**config.mk**
```make
export PLATFORM = sky130hd
export DESIGN_NAME = session_arbiter
export DESIGN_NICKNAME = d
export VERILOG_FILES = /design/src/rtl/session_arbiter_pkg.sv /design/src/rtl/session_arbiter_rr_pick.sv /design/src/rtl/session_arbiter.sv
export SDC_FILE = /design/constraint.sdc
export NUM_CORES = 1
export LEC_CHECK = 0
export ABC_AREA = 1
export CAP_MARGIN = 10
export CORE_ASPECT_RATIO = 0.7
export CORE_UTILIZATION = 35
export DETAILED_ROUTE_END_ITERATION = 10
export PLACE_DENSITY = 0.61
export SLEW_MARGIN = 20
export SYNTH_ARGS = -nofsm -noshare
export SYNTH_HDL_FRONTEND = slang
export SYNTH_SLANG_ARGS = --single-unit
```
**constraint.sdc**
```tcl
create_clock -name clk -period 2.3 [get_ports clk]
set_input_delay 0.23 -clock clk [delete_from_list [all_inputs] [get_ports clk]]
set_output_delay 0.23 -clock clk [all_outputs]
set_load 0.02 [all_outputs]
```
**src/rtl/session_arbiter_pkg.sv**
```systemverilog
// Shared types and default sizing for the per-slave session arbiter.
package session_arbiter_pkg;

  typedef enum logic [1:0] {
    IDLE = 2'd0,
    ADDR = 2'd1,
    RESP = 2'd2
  } state_t;

  localparam int unsigned DEF_N_MASTERS    = 4;
  localparam int unsigned DEF_MAX_BURST    = 4;
  localparam int unsigned DEF_RESP_TIMEOUT = 64;

endpackage

```
**src/rtl/session_arbiter_rr_pick.sv**
```systemverilog
// Combinational rotating-priority picker: first requester at or after ptr, skipping excluded masters.
module rr_pick
  import session_arbiter_pkg::*;
#(
  parameter int unsigned N  = DEF_N_MASTERS,
  parameter int unsigned IW = $clog2(N)
) (
  input  logic [N-1:0]  req,
  input  logic [IW-1:0] ptr,
  input  logic [N-1:0]  excl,
  output logic [N-1:0]  winner,
  output logic [IW-1:0] winner_idx,
  output logic          any_valid
);

  int unsigned   pos;
  logic [IW-1:0] pos_idx;

  always_comb begin
    winner     = '0;
    winner_idx = '0;
    any_valid  = 1'b0;
    pos        = 0;
    pos_idx    = '0;
    for (int unsigned i = 0; i < N; i++) begin
      pos     = (32'(ptr) + i) % N;
      pos_idx = IW'(pos);
      if (!any_valid && req[pos_idx] && !excl[pos_idx]) begin
        any_valid       = 1'b1;
        winner[pos_idx] = 1'b1;
        winner_idx      = pos_idx;
      end
    end
  end

endmodule

```
**src/rtl/session_arbiter.sv**
```systemverilog
// Per-slave session scheduler: round-robin grant held for a whole session, bounded bursts, response timeout.
module session_arbiter
  import session_arbiter_pkg::*;
#(
  parameter int unsigned N_MASTERS    = DEF_N_MASTERS,
  parameter int unsigned MAX_BURST    = DEF_MAX_BURST,
  parameter int unsigned RESP_TIMEOUT = DEF_RESP_TIMEOUT
) (
  input  logic                         clk,
  input  logic                         rst,
  input  logic [N_MASTERS-1:0]         req,
  input  logic [N_MASTERS-1:0]         cmd,
  input  logic                         slave_ack,
  input  logic                         slave_resp,
  output logic [N_MASTERS-1:0]         grant,
  output logic [$clog2(N_MASTERS)-1:0] grant_idx,
  output logic                         session_done,
  output logic                         timeout_err
);

  localparam int unsigned IW = $clog2(N_MASTERS);
  localparam int unsigned BW = $clog2(MAX_BURST + 1);
  localparam int unsigned TW = $clog2(RESP_TIMEOUT);

  state_t          state;
  logic [IW-1:0]   ptr;
  logic [BW-1:0]   burst_cnt;
  logic [TW-1:0]   tcnt;

  logic [IW-1:0]        ptr_next_c;
  logic [IW-1:0]        pick_ptr_c;
  logic [N_MASTERS-1:0] pick_excl_c;
  logic [N_MASTERS-1:0] win_c;
  logic [IW-1:0]        win_idx_c;
  logic                 any_valid_c;
  logic                 others_c;
  logic                 burst_ok_c;
  logic                 complete_c;
  logic                 to_resp_c;
  logic                 abort_c;
  logic                 timeout_c;
  logic                 keep_c;
  logic                 release_c;

  // Idle arbitration starts at ptr; a release re-arbitrates from the rotated pointer without the leaver.
  always_comb begin
    ptr_next_c  = IW'((32'(grant_idx) + 1) % N_MASTERS);
    pick_ptr_c  = (state == IDLE) ? ptr : ptr_next_c;
    pick_excl_c = (state == IDLE) ? '0 : grant;
    others_c    = |(req & ~grant);
    burst_ok_c  = (32'(burst_cnt) + 1) < MAX_BURST;
  end

  rr_pick #(.N(N_MASTERS), .IW(IW)) u_pick (
    .req        (req),
    .ptr        (pick_ptr_c),
    .excl       (pick_excl_c),
    .winner     (win_c),
    .winner_idx (win_idx_c),
    .any_valid  (any_valid_c)
  );

  // Session events; completion outranks abort and timeout.
  always_comb begin
    complete_c = 1'b0;
    to_resp_c  = 1'b0;
    abort_c    = 1'b0;
    timeout_c  = 1'b0;
    case (state)
      ADDR: begin
        if (slave_ack) begin
          if (cmd[grant_idx]) complete_c = 1'b1;
          else                to_resp_c  = 1'b1;
        end else if (!req[grant_idx]) begin
          abort_c = 1'b1;
        end
      end
      RESP: begin
        if (slave_resp)                            complete_c = 1'b1;
        else if (tcnt == TW'(RESP_TIMEOUT - 1))    timeout_c  = 1'b1;
      end
      default: ;
    endcase
    keep_c    = complete_c && req[grant_idx] && (burst_ok_c || !others_c);
    release_c = (complete_c && !keep_c) || timeout_c || abort_c;
  end

  always_ff @(posedge clk) begin
    if (rst) begin
      state        <= IDLE;
      grant        <= '0;
      grant_idx    <= '0;
      session_done <= 1'b0;
      timeout_err  <= 1'b0;
      ptr          <= '0;
      burst_cnt    <= '0;
      tcnt         <= '0;
    end else begin
      session_done <= complete_c;
      timeout_err  <= timeout_c;
      case (state)
        IDLE: begin
          if (any_valid_c) begin
            grant     <= win_c;
            grant_idx <= win_idx_c;
            state     <= ADDR;
          end
        end
        ADDR: begin
          if (to_resp_c) begin
            state <= RESP;
            tcnt  <= '0;
          end
        end
        RESP: begin
          if (!slave_resp && !timeout_c) tcnt <= tcnt + TW'(1);
        end
        default: state <= IDLE;
      endcase
      if (keep_c) begin
        state <= ADDR;
        if (burst_cnt != BW'(MAX_BURST)) burst_cnt <= burst_cnt + BW'(1);
      end
      if (release_c) begin
        ptr       <= ptr_next_c;
        burst_cnt <= '0;
        if (any_valid_c) begin
          grant     <= win_c;
          grant_idx <= win_idx_c;
          state     <= ADDR;
        end else begin
          grant <= '0;
          state <= IDLE;
        end
      end
    end
  end

endmodule

```
Word level (Yosys, flattened, before mapping)
Cells that the tools add are included.

Bitwise logic cells: 5. Add/subtract/negate cells: 7. Equal/unequal tests: 9. Reduce and logical (&&, ||, !) cells: 39. $lt $le $gt $ge: 10. Mux-type cells: 72.

Operator list (number): 2-to-1 mux 4 bit (9); 2-to-1 mux 1 bit (31); 2-to-1 mux 2 bit (13); binary-select mux 1 bit (select 2 bit) (10); logical AND 1 bit (15); < comparator 2 x 3 -> 1 bit (second input constant) (5); 2-to-1 mux 6 bit (2); OR 4 bit (3); one-hot mux 6 bit (2 select lines) (1); zero test 1 bit (11); demux 1 bit (select 2 bit) (4); >= comparator 2 x 1 -> 1 bit (second input constant) (4); != test 4 bit (second input constant) (2); adder 6 x 1 -> 6 bit (second input constant) (1); == test 6 bit (second input constant) (1); != test 3 bit (second input constant) (2); one-hot mux 2 bit (3 select lines) (1); AND reduction 3 bit (2); nonzero test 2 bit (3); adder 2 x 1 -> 2 bit (second input constant) (2); adder 2 bit (second input constant) (2); adder 3 x 1 -> 4 bit (second input constant) (1); AND 4 bit (1); < comparator 4 x 3 -> 1 bit (second input constant) (1); 11 further kinds (15).

Word-level logic and storage cells: 150. Bits in registers: 21. Input bits: 12.

Longest topological paths before layout
Gate-level depths: netlist of the first run.

Depth in word-level cells: 23. Gate-level depth with buffers: 16. Depth with buffers taken out: 16.

By module
Synthesis of the first run repeated with hierarchy kept, for this count alone.

Cell total of the unflattened synthesis: 292. Area, all modules: 1854.3 um^2.

By module, submodules not included: session_arbiter (times used 1, cells each 204, area each 1358.8 um^2); rr_pick (times used 1, cells each 88, area each 495.5 um^2).

Worst setup path before layout of the first run
OpenSTA, ideal clock, no wires.

Kind: flip-flop to flip-flop. Start point: register state[0]. End point: register grant[1]. Arrival: 2056 ps. Stages on the path, launching flop included: 15. Slack: 113 ps. Period minus slack after synthesis: 2187 ps. Path through: dfxtp_1 > inv_1 > ha_1 > inv_2 > or2_0 > nand2_2 > ha_1 > inv_1 > nand3_2 > nand3_1 > nand3_2 > nand2_1 > nand2_1 > nand2_1 > a21oi_2.

Longest elaborated chain between the ends: 22. Elaborated cells between the ends (all ways): 85. Those cells by class: 3 x add/sub; 8 x order compare; 2 x eq/ne; 41 x mux; 3 x bitwise; 28 x reduce/logical.

RTL lines: from (decl) (line session_arbiter.sv:25) `state_t state;`; from (signal assigned) (line session_arbiter.sv:90) `state <= IDLE;`; from (signal assigned) (line session_arbiter.sv:106) `state <= ADDR;`; from (signal assigned) (line session_arbiter.sv:111) `state <= RESP;`; parallel branches: the longest is 22 deep, another holds < comparator 2 x 3 -> 1 bit; to (signal assigned) (line session_arbiter.sv:104) `grant <= win_c;`; to (signal assigned) (line session_arbiter.sv:128) `grant <= win_c;`; to (decl) (line session_arbiter.sv:15) `output logic [N_MASTERS-1:0] grant,`.

Several ways; the timed one is not identified. The select of a mux whose other input is x is not followed. A chain may end at the register's enable or synchronous reset.

Worst setup path after layout of the first run
Start point: register state[0]. End point: register grant[3].

Same word-level chain as after synthesis.

==> summary.txt, run 1 <==
Clock network
  – Post-CTS Setup Repair Bufs: 0
  – CTS Hold Buffers Added: 0
  – Htree depth: 1
  – TritonCTS clock tree: yes
  – # clock sinks: 21
  – Clock slew at reported path FFs: ~0.080 ns
  – Clk_lat worst skew: roughly 0.26 ns
  – Bufs on Longest Clock Path: 2
  – Root Driver: clkbuf_8
  – Inserted Clock Buffers: 3

Layout
  – Area growth, synth to finish: 22.20%
  – Area of the multi-input gates: roughly 1200 um2
  – Sequential cell area: 421.7 um2
  – Commonest non-fill, non-tap cell in the layout: nand2_1
  – Filler Cell Count: approximately 500
  – Post-Layout Cell Count: 380
  – Layout cell share with drive strength beyond 1: 0.1318
  – Antenna Cells: 0
  – Most frequent cells in the layout: nand2_1 (90), inv_1 (34), nand3_1 (34)
  – Nets: 338

Flow run
  – Total of max-cap violations: 0

Critical path
  – Cell mode on critical path: inv_2
  – Crit. End Element: register
  – CP bufs+invs: 5
  – Worst path required time: 2.49 ns
  – CP cell instances: inv_2 > ha_2 > inv_2 > or2_0 > nand2_2 > ha_1 > inv_2 > nand3_2 > nand2_4 > buf_4 > nand3_1 > nand2_1 > inv_1 > nand3_1 > nand2_1 > a21oi_1
  – Reg2reg start: state[0]
  – CP peak stage delay: between 0.3 and 0.4 ns
  – Crit path DAT: 2.33 ns
  – R2R Setup Slk: 0.16 ns
  – Largest delay share family, worst path: simple AND/OR/NAND/NOR gates
  – Crit Path Class: register to register
  – Worst path slowest cell: dfxtp_1
  – FF-to-FF End: grant[3]
  – Depth of the worst register-to-register path: 16
  – Worst Path Max Fanout: 5
  – CP Launch Type: register

STA
  – Final Cycle Share: 0.9309
  – Max Freq: approximately 470 MHz
  – Setup TNS Final: 0 ns
  – Fin Hold WS: between 0.4 and 0.5 ns
  – Slew Limit Headroom: 0.6826
  – Clock Skew: ~0.0025 ns
  – Post-layout min period: 2.141 ns
  – Slew Viols, Final: 0
  – Final number of hold-violating endpoints: 0
  – Worst Tran Pin Value: between 0.4 and 0.5 ns
  – Final setup margin: around 0.16 ns
  – Unrepaired setup endpoints after global routing: no
  – Final setup vio count: 0

Synth
  – Synth area leader: dfxtp_1
  – Avg Cell Area, Syn: a little over 6 um2
  – Synthesis Warnings: 0
  – Synth top area share: 0.2398
  – Syn Inst Count: around 280
  – Synth cell types: 31
  – Mapped Nets: roughly 310
  – Synth Register Bits: 21
  – Area contributors post-synth: dfxtp_1 (24%), nand2_1 (19%), ha_1 (10%), nand3_1 (10%), inv_1 (7.9%)
  – Synthesized area: ~1800 um2
  – Sequential area share after synthesis: 0.2398

Hold path
  – Worst hold path cell count: 2
  – Hold Path Class: register to register
  – WHS Endpoint: state[1]
  – Hold Startpoint: state[1]

Place
  – Dpl ws: roughly 0.077 ns
  – Placed cell count: ~380
  – I/O Buffers: 19
  – Dpl hpwl: between 3000 and 4000 um
  – Gpl congestion: slightly above 0.9

Global routing
  – Global-route wire length before repair: between 7000 and 8000 um
  – Met2 GRT Util: 0.2472
  – Largest net degree at the start of global routing: 15
  – Global Route Usage Sum: 0.1765
  – Initial antenna violation count: 0
  – Top Usage Layer GRT: met1
  – Number of global-route vias before repair: between 1500 and 2000
  – Remaining global-route overflow: 0
  – GRT met1 Usage: 0.2745
  – Routing usage on met3: 0.03619

Power
  – Logic pwr share: 0.759
  – Seq pwr share: 0.162
  – P_sw: 1.705 mW
  – Worst vdd ir: about 0.56 mV
  – Switching share of power: 0.5527
  – Leakage: roughly 1 nW
  – Internal power: approximately 1.4 mW
  – Cell Pwr Density: 1440 nW/um2
  – Clock network power share: 0.079
  – Total power: 3.086 mW

Floorplanning
  – I/O pin count: 20
  – Vert. Die Dim: 61.21 um
  – Die span in x: between 80 and 90 um
  – Row count: 21
  – Initial Utilization: 0.3646
  – DIE AREA: ~5300 um2
  – Core Area: about 4800 um2

Route
  – Routed Antenna Nets: 0
  – Via/cell ratio: approximately 4.6
  – DRT iter0 DRCs: 134
  – DR WL/cell: 11.42 um
  – First-pass iteration count of the detailed router: 4
  – DRC: 0
  – Via count: approximately 1800
  – Overall routed net length: around 4300 um

Status
  – Status: finished clean
[worst min-delay path, delay by kind of cell (launching register included)]
family / cells / cell delay (ns)
AO/OA/AOI/OAI: 1 / 0.06
flip-flops: 1 / 0.34
AND/OR/NAND/NOR: 1 / 0.07
[cells by family after synthesis]
family | Yosys count | share of synthesized area
simple gates | 169 | 0.4411
flops | 21 | 0.2398
fa+ha+maj | 14 | 0.09993
compound gates | 34 | 0.1085
xor+xnor | 2 | 0.009995
buf+inv | 43 | 0.1006
[state kept, by name, summed over array words and instances (netlist names)]
signal,count
burst_cnt,3
grant,4
grant_idx,2
ptr,2
session_done,1
state,2
tcnt,6
timeout_err,1
[timing repair]
action | CTS | global route
hold endpoints to repair | 0 | 0
gates resized for setup | 0 | 12
endpoints found under the setup margin | 0 | 7
[per-stage QoR]
stage | cell area (um2) | util
2_1_floorplan | 1753 | -
6_report | 2142 | 0.4455
3_3_place_gp | 2063 | 0.4291
5_1_grt | 2142 | 0.4455
3_5_place_dp | 2063 | 0.4291
4_1_cts | 2110 | 0.4387
[power by group through the flow]
stage                     combinational [mW]  sequential (mW)  clock, mW
after floorplan                         1.64            0.511          0
after global placement                  2.18            0.502          0
after detailed placement                2.20            0.502          0
after CTS                               2.21            0.495      0.254
after global routing                    2.63            0.509      0.268
final                                   2.34            0.500      0.244
[routing by layer]
layer  wire [um]  vias to the layer above
met2        1669                       45
met4          21                        0
li1            -                      963
met3         221                        2
met1        2427                      755
met5           0                        -
[cells in the mapped netlist]
| library cell | instances |
|---|---|
| nor3b_1 | 2 |
| nor2_1 | 18 |
| buf_6 | 2 |
| nand3_1 | 35 |
| o21ai_1 | 2 |
| o211ai_1 | 2 |
| nor3_2 | 1 |
| nand4_1 | 2 |
| xnor2_1 | 1 |
| o21ai_2 | 1 |
| inv_1 | 37 |
| nor2_2 | 2 |
| clkbuf_1 | 1 |
| inv_2 | 2 |
| nor3_1 | 5 |
| nand2_2 | 5 |
| nand4_2 | 1 |
| nand3_2 | 3 |
| dfxtp_1 | 21 |
| nor2_4 | 2 |
| clkinv_1 | 1 |
| a21oi_2 | 2 |
| or2_0 | 1 |
| nand2_4 | 1 |
| nand2_1 | 91 |
| a31oi_1 | 1 |
| ha_1 | 14 |
| a21boi_1 | 1 |
| xor2_1 | 1 |
| o21ai_0 | 12 |
| a21oi_1 | 13 |
[how the worst max path moves through the flow]
stage | startpoint | endpoint | slack (ns) | cells past startpoint
5_1_grt | state[0] | grant[2] | 0.01 | 16
3_3_place_gp | state[0] | grant[1] | 0.13 | 14
3_5_place_dp | state[0] | grant[1] | 0.08 | 14
2_1_floorplan | state[0] | grant[1] | 0.11 | 14
6_report | state[0] | grant[3] | 0.16 | 16
4_1_cts | state[0] | grant[1] | 0.06 | 14
[final cells by class]
cell class,count,share of cell area
flip-flops and latches,21,0.1968
clock buffers,3,0.01928
clock inverters,1,0.002336
multi-input cells,219,0.5543
repair buffers,27,0.1168
inverters,40,0.07009
well taps,69,0.04030
Note: power is estimated with default switching activity, not from simulation.
==> run 2, diff against run 1 <==
- SKIP_CTS_REPAIR_TIMING: unset -> 1
==> results of run 2 <==
The final DEF is identical to that of run 1; final timing and power are the same.
==> RTL change 1 (flow settings as in run 1) <==
Re-encode `state_t` (3 states) as one-hot, 3 bits wide.
--- a/src/rtl/session_arbiter_pkg.sv
+++ b/src/rtl/session_arbiter_pkg.sv
@@ -3,6 +3,6 @@
 
-  typedef enum logic [1:0] {
-    IDLE = 2'd0,
-    ADDR = 2'd1,
-    RESP = 2'd2
+  typedef enum logic [2:0] {
+    IDLE = 3'b001,
+    ADDR = 3'b010,
+    RESP = 3'b100
   } state_t;
Function: no difference found for any inputs over 4 cycles, from zero or initial values and one cycle with rst high; so few cycles prove little.
==> RTL change 1 against run 1 <==
Sequential cell count increased by 1; power decreased by 4.8%; worst setup slack got worse by 0.013 ns; synthesized area increased by 2.2%; largest power group unchanged; clock power decreased by 5%; highest routed layer unchanged; via count decreased by 0.28%; combinational power decreased by 6%; critical endpoint is now grant_idx[1]$_SDFF_PP0_; cell area increased by 0.29%; wire length increased by 0.76%; largest cell class unchanged.
==> RTL change 1: results (changes against run 1) <==
metric	value	unit	change
status	completed		unchanged
Ys Warns	0		unchanged
sequential fraction of the synthesis area	0.246		was 0.240
Post-Place Setup Slack	0.0642	ns	was 0.0773 ns
top cells by count, synth	nand2_1, nand3_1, inv_1, nor2_1, dfxtp_1		was nand2_1, inv_1, nand3_1, dfxtp_1, nor2_1
drt wl/cell	12.0	um	was 11.4 um
Leak	0.967	nW	was 1.01 nW
CTS buffer count	3		unchanged
Synth cell types	32		was 31
GR Util met3	0.0357		was 0.0362
Post-Syn Nets	291		was 309
# nets final	320		was 338
Worst Path Arrival	2.31	ns	was 2.33 ns
synth top area cells	dfxtp_1, nand2_1, nand3_1		was dfxtp_1, nand2_1, ha_1
initial DRC count	139		was 134
input/output buffers	19		unchanged
GR Util met2	0.234		was 0.247
filler instances	492		was 509
Avg Cell Area, Syn	6.66	um^2	was 6.19 um^2
crit start category	register		unchanged
detailed placement HPWL	3.58	mm	was 3.49 mm
layout cell share with drive strength beyond 1	0.166		was 0.132
GP Congestion	0.903		was 0.927
vias in the first global route	1525		was 1505
crit path max fanout	8		was 5
fraction of registers with async set/reset	0		unchanged
first-pass GRT wire length	6.96	mm	was 7.12 mm
GRT Total Usage	0.172		was 0.177
Antenna Cells	0		unchanged
H-tree levels	1		unchanged
Peak VDD IR	659	uV	was 563 uV
largest registers	tcnt x6, grant x4		was tcnt x6, grant x4, burst_cnt x3
Biggest register	tcnt		unchanged
CP max-delay cell	dfxtp_2		was dfxtp_1
placed insts	361		was 376
worst-margin pin slew	0.473	ns	was 0.472 ns
met1 GRT Util	0.264		was 0.274
Final Routed Wirelength	4.37	mm	was 4.34 mm
routed vias	1760		was 1765
Clock Skew	0.00277	ns	was 0.00254 ns
RTL change 1: changes by cell type after synthesis, sizes merged, moves of 3 or more:
cell / before / now
ha: 14 / 10
nor2: 22 / 30
a21oi: 15 / 18
nand2: 97 / 71
o22ai: 0 / 3
nand4: 3 / 7
RTL change 1: logic make-up after synthesis:
kind of cell	synth area share
XOR/XNOR	0.0244
AND/OR/NAND/NOR	0.441
buffers and inverters	0.0964
flip-flops	0.246
AO/OA/AOI/OAI	0.123
adder cells (fa/ha/maj)	0.0698
RTL change 1: report_power, final:
group	leakage [nW]	total, mW	internal (mW)	switching [mW]
combinational	0.767	2.21	0.760	1.45
sequential	0.179	0.493	0.439	0.0542
clock	0.0216	0.233	0.117	0.116
total	0.967	2.94	1.32	1.62
RTL change 1: repair_timing:
item / 4_1_cts / 5_1_grt
endpoints found under the setup margin: 0 / 7
endpoints found under the hold margin: 0 / 0
resized for setup: 0 / 4
buffers inserted: 0 / 1
RTL change 1: layer usage:
layer | part of all wire | vias to the layer above
li1 | - | 936
met1 | 0.56 | 760
met5 | 0 | -
met2 | 0.36 | 60
met4 | 0.0082 | 0
met3 | 0.078 | 4
RTL change 1: worst paths after layout:
kind,startpoint,end,slack [ns],depth (start not counted)
max,state[1]$_SDFFE_PP0P_,grant_idx[1]$_SDFF_PP0_,0.15,14
min,ptr[1]$_SDFFE_PP0N_,ptr[1]$_SDFFE_PP0N_,0.49,2
max reg2reg,state[1]$_SDFFE_PP0P_,grant_idx[1]$_SDFF_PP0_,0.15,14
min reg2reg,ptr[1]$_SDFFE_PP0N_,ptr[1]$_SDFFE_PP0N_,0.49,2
RTL change 1: critical path, delay by kind of cell, from the launching register on:
kind	cells	cell delay, ns
AO/OA/AOI/OAI	3	0.35
adder cells (fa/ha/maj)	1	0.26
buffers and inverters	4	0.40
flip-flops	1	0.34
AND/OR/NAND/NOR	6	0.70
RTL change 1: area by class of cell:
cell class              instances  area [um^2]  area share
clock buffers                   3         41.3      0.0192
multi-input cells             205         1180       0.549
repair buffers                 27          250       0.116
inverters                      39          149      0.0693
well taps                      69         86.3      0.0402
flip-flops and latches         22          443       0.206
RTL change 1: stage by stage:
step | utilization | hold slack [ns] | cell area (um^2)
2_1_floorplan | - | 0.400 | 1790
3_3_place_gp | 0.431 | 0.468 | 2090
3_5_place_dp | 0.431 | 0.477 | 2090
4_1_cts | 0.439 | 0.487 | 2140
5_1_grt | 0.442 | 0.512 | 2150
6_report | 0.442 | 0.487 | 2150
==> RTL change 2 (settings of run 1) <==
Made on the original files. `DEF_N_MASTERS`: 4 -> 8.
--- a/src/rtl/session_arbiter_pkg.sv
+++ b/src/rtl/session_arbiter_pkg.sv
@@ -9,3 +9,3 @@
 
-  localparam int unsigned DEF_N_MASTERS    = 4;
+  localparam int unsigned DEF_N_MASTERS    = 8;
   localparam int unsigned DEF_MAX_BURST    = 4;
Ports: changed (resized cmd, grant, grant_idx and req); port bits go from 20 to 33. The function was not compared with the original's and may differ.
==> RTL change 2 against run 1 <==
Critical path type unchanged; cell area rose to 2.5 times the old value; wire length rose to 3.1 times the old value; worst setup slack got worse by 0.59 ns; via count rose to 2.7 times the old value; synthesized area rose by 88%; count of clock-buffer cells in the layout did not move; sequential cell count rose by 6; the run now ends with setup timing left.
Power is not shown: default switching activity piles up to over one toggle a cycle in this logic, so the estimate is an artifact.
==> RTL change 2: results (changes against run 1) <==
metric	value	unit	change
clk sink count	27		was 21
r2r startpoint	state[1]$_SDFFE_PP0P_		was state[0]$_SDFFE_PP0P_
Cells after Synth	603		was 283
Multi-input comb cells	491		was 219
non-clock inverter count	71		was 40
largest registers	grant x8, tcnt x6		was tcnt x6, grant x4, burst_cnt x3
GR Util met2	0.411		was 0.247
crit path max fanout	7		was 5
met1 GRT Util	0.396		was 0.274
final setup violation count	13		was 0
layout cell share with drive strength beyond 1	0.358		was 0.132
status	finished with violations		was completed
Buffers, non-clock	183		was 27
Met2 Routed Length	5.70	mm	was 1.67 mm
XOR/XNOR Fraction of Synth Area	0.00266		was 0.00999
top cells by count, synth	nand2_1, nand3_1, nor2_1, inv_1, a21oi_1		was nand2_1, inv_1, nand3_1, dfxtp_1, nor2_1
vias in the first global route	4350		was 1505
routed vias	4695		was 1765
Clock Skew	0.00532	ns	was 0.00254 ns
failing checks	setup timing		
row cnt	29		was 21
Hold Slack	0.486	ns	was 0.497 ns
vias per inst	5.22		was 4.64
# nets final	807		was 338
GR Util met3	0.0433		was 0.0362
Slew HR	0.746		was 0.683
placed insts	875		was 376
terminus of the critical flop-to-flop path	grant[2]$_SDFFE_PP0P_		was grant[3]$_SDFFE_PP0P_
detailed placement HPWL	10.5	mm	was 3.49 mm
initial DRC count	414		was 134
synth top area cells	nand2_1, dfxtp_1, nand3_1		was dfxtp_1, nand2_1, ha_1
Post-Place Setup Slack	-0.526	ns	was 0.0773 ns
first-pass GRT wire length	21.5	mm	was 7.12 mm
filler instances	860		was 509
Final clock-cell share	0.0149		was 0.0216
FF-to-FF path depth	19		was 16
Root Buffer	clkbuf_16		was clkbuf_8
Compound-Gate Fraction of Synth Area	0.119		was 0.108
input/output buffers	32		was 19
GP Congestion	0.996		was 0.927
Post-Syn Nets	633		was 309
sequential fraction of the synthesis area	0.164		was 0.240
drt first pass iters	5		was 4
Hold Startpoint	burst_cnt[0]$_SDFFE_PP0P_		was state[1]$_SDFFE_PP0P_
setup ws final	-0.429	ns	was 0.159 ns
GRT Total Usage	0.269		was 0.177
hold path endpoint	burst_cnt[0]$_SDFFE_PP0P_		was state[1]$_SDFFE_PP0P_
mux cell area share after synthesis	0.00342		was 0
Seq/total area	0.102		was 0.197
Data buffer area share	0.286		was 0.117
Post-Synth Adder-Cell Area	0.0380		was 0.0999
## RTL change 2: cell types whose count changed in the layout (fill, tap and decap cells not counted), moves of 22 or more
cell     delta
nand2_2    +27
buf_4     +125
nand2_1    +77
inv_1      +22
nor2_1     +54
nand3_1    +38
## RTL change 2: timing repair
action                                  4_1_cts  5_1_grt
setup buffers                                 6       15
cloned                                        0        0
pin swaps                                    12       32
gates resized for setup                      31       93
endpoints found under the setup margin       13       22
## RTL change 2: critical path, stage by stage (launching register included)
cell	delay, ns
dfxtp_2	0.35
inv_4	0.05
ha_4	0.18
buf_6	0.13
o21ai_4	0.19
ha_4	0.27
inv_6	0.09
nand3_4	0.07
nand3_2	0.09
nand2_2	0.08
nor2_4	0.12
o211ai_4	0.10
nor2_4	0.18
nand2_4	0.10
nor2_8	0.17
nand2_4	0.09
nand2_8	0.10
buf_6	0.11
nand3_1	0.08
a21oi_2	0.12
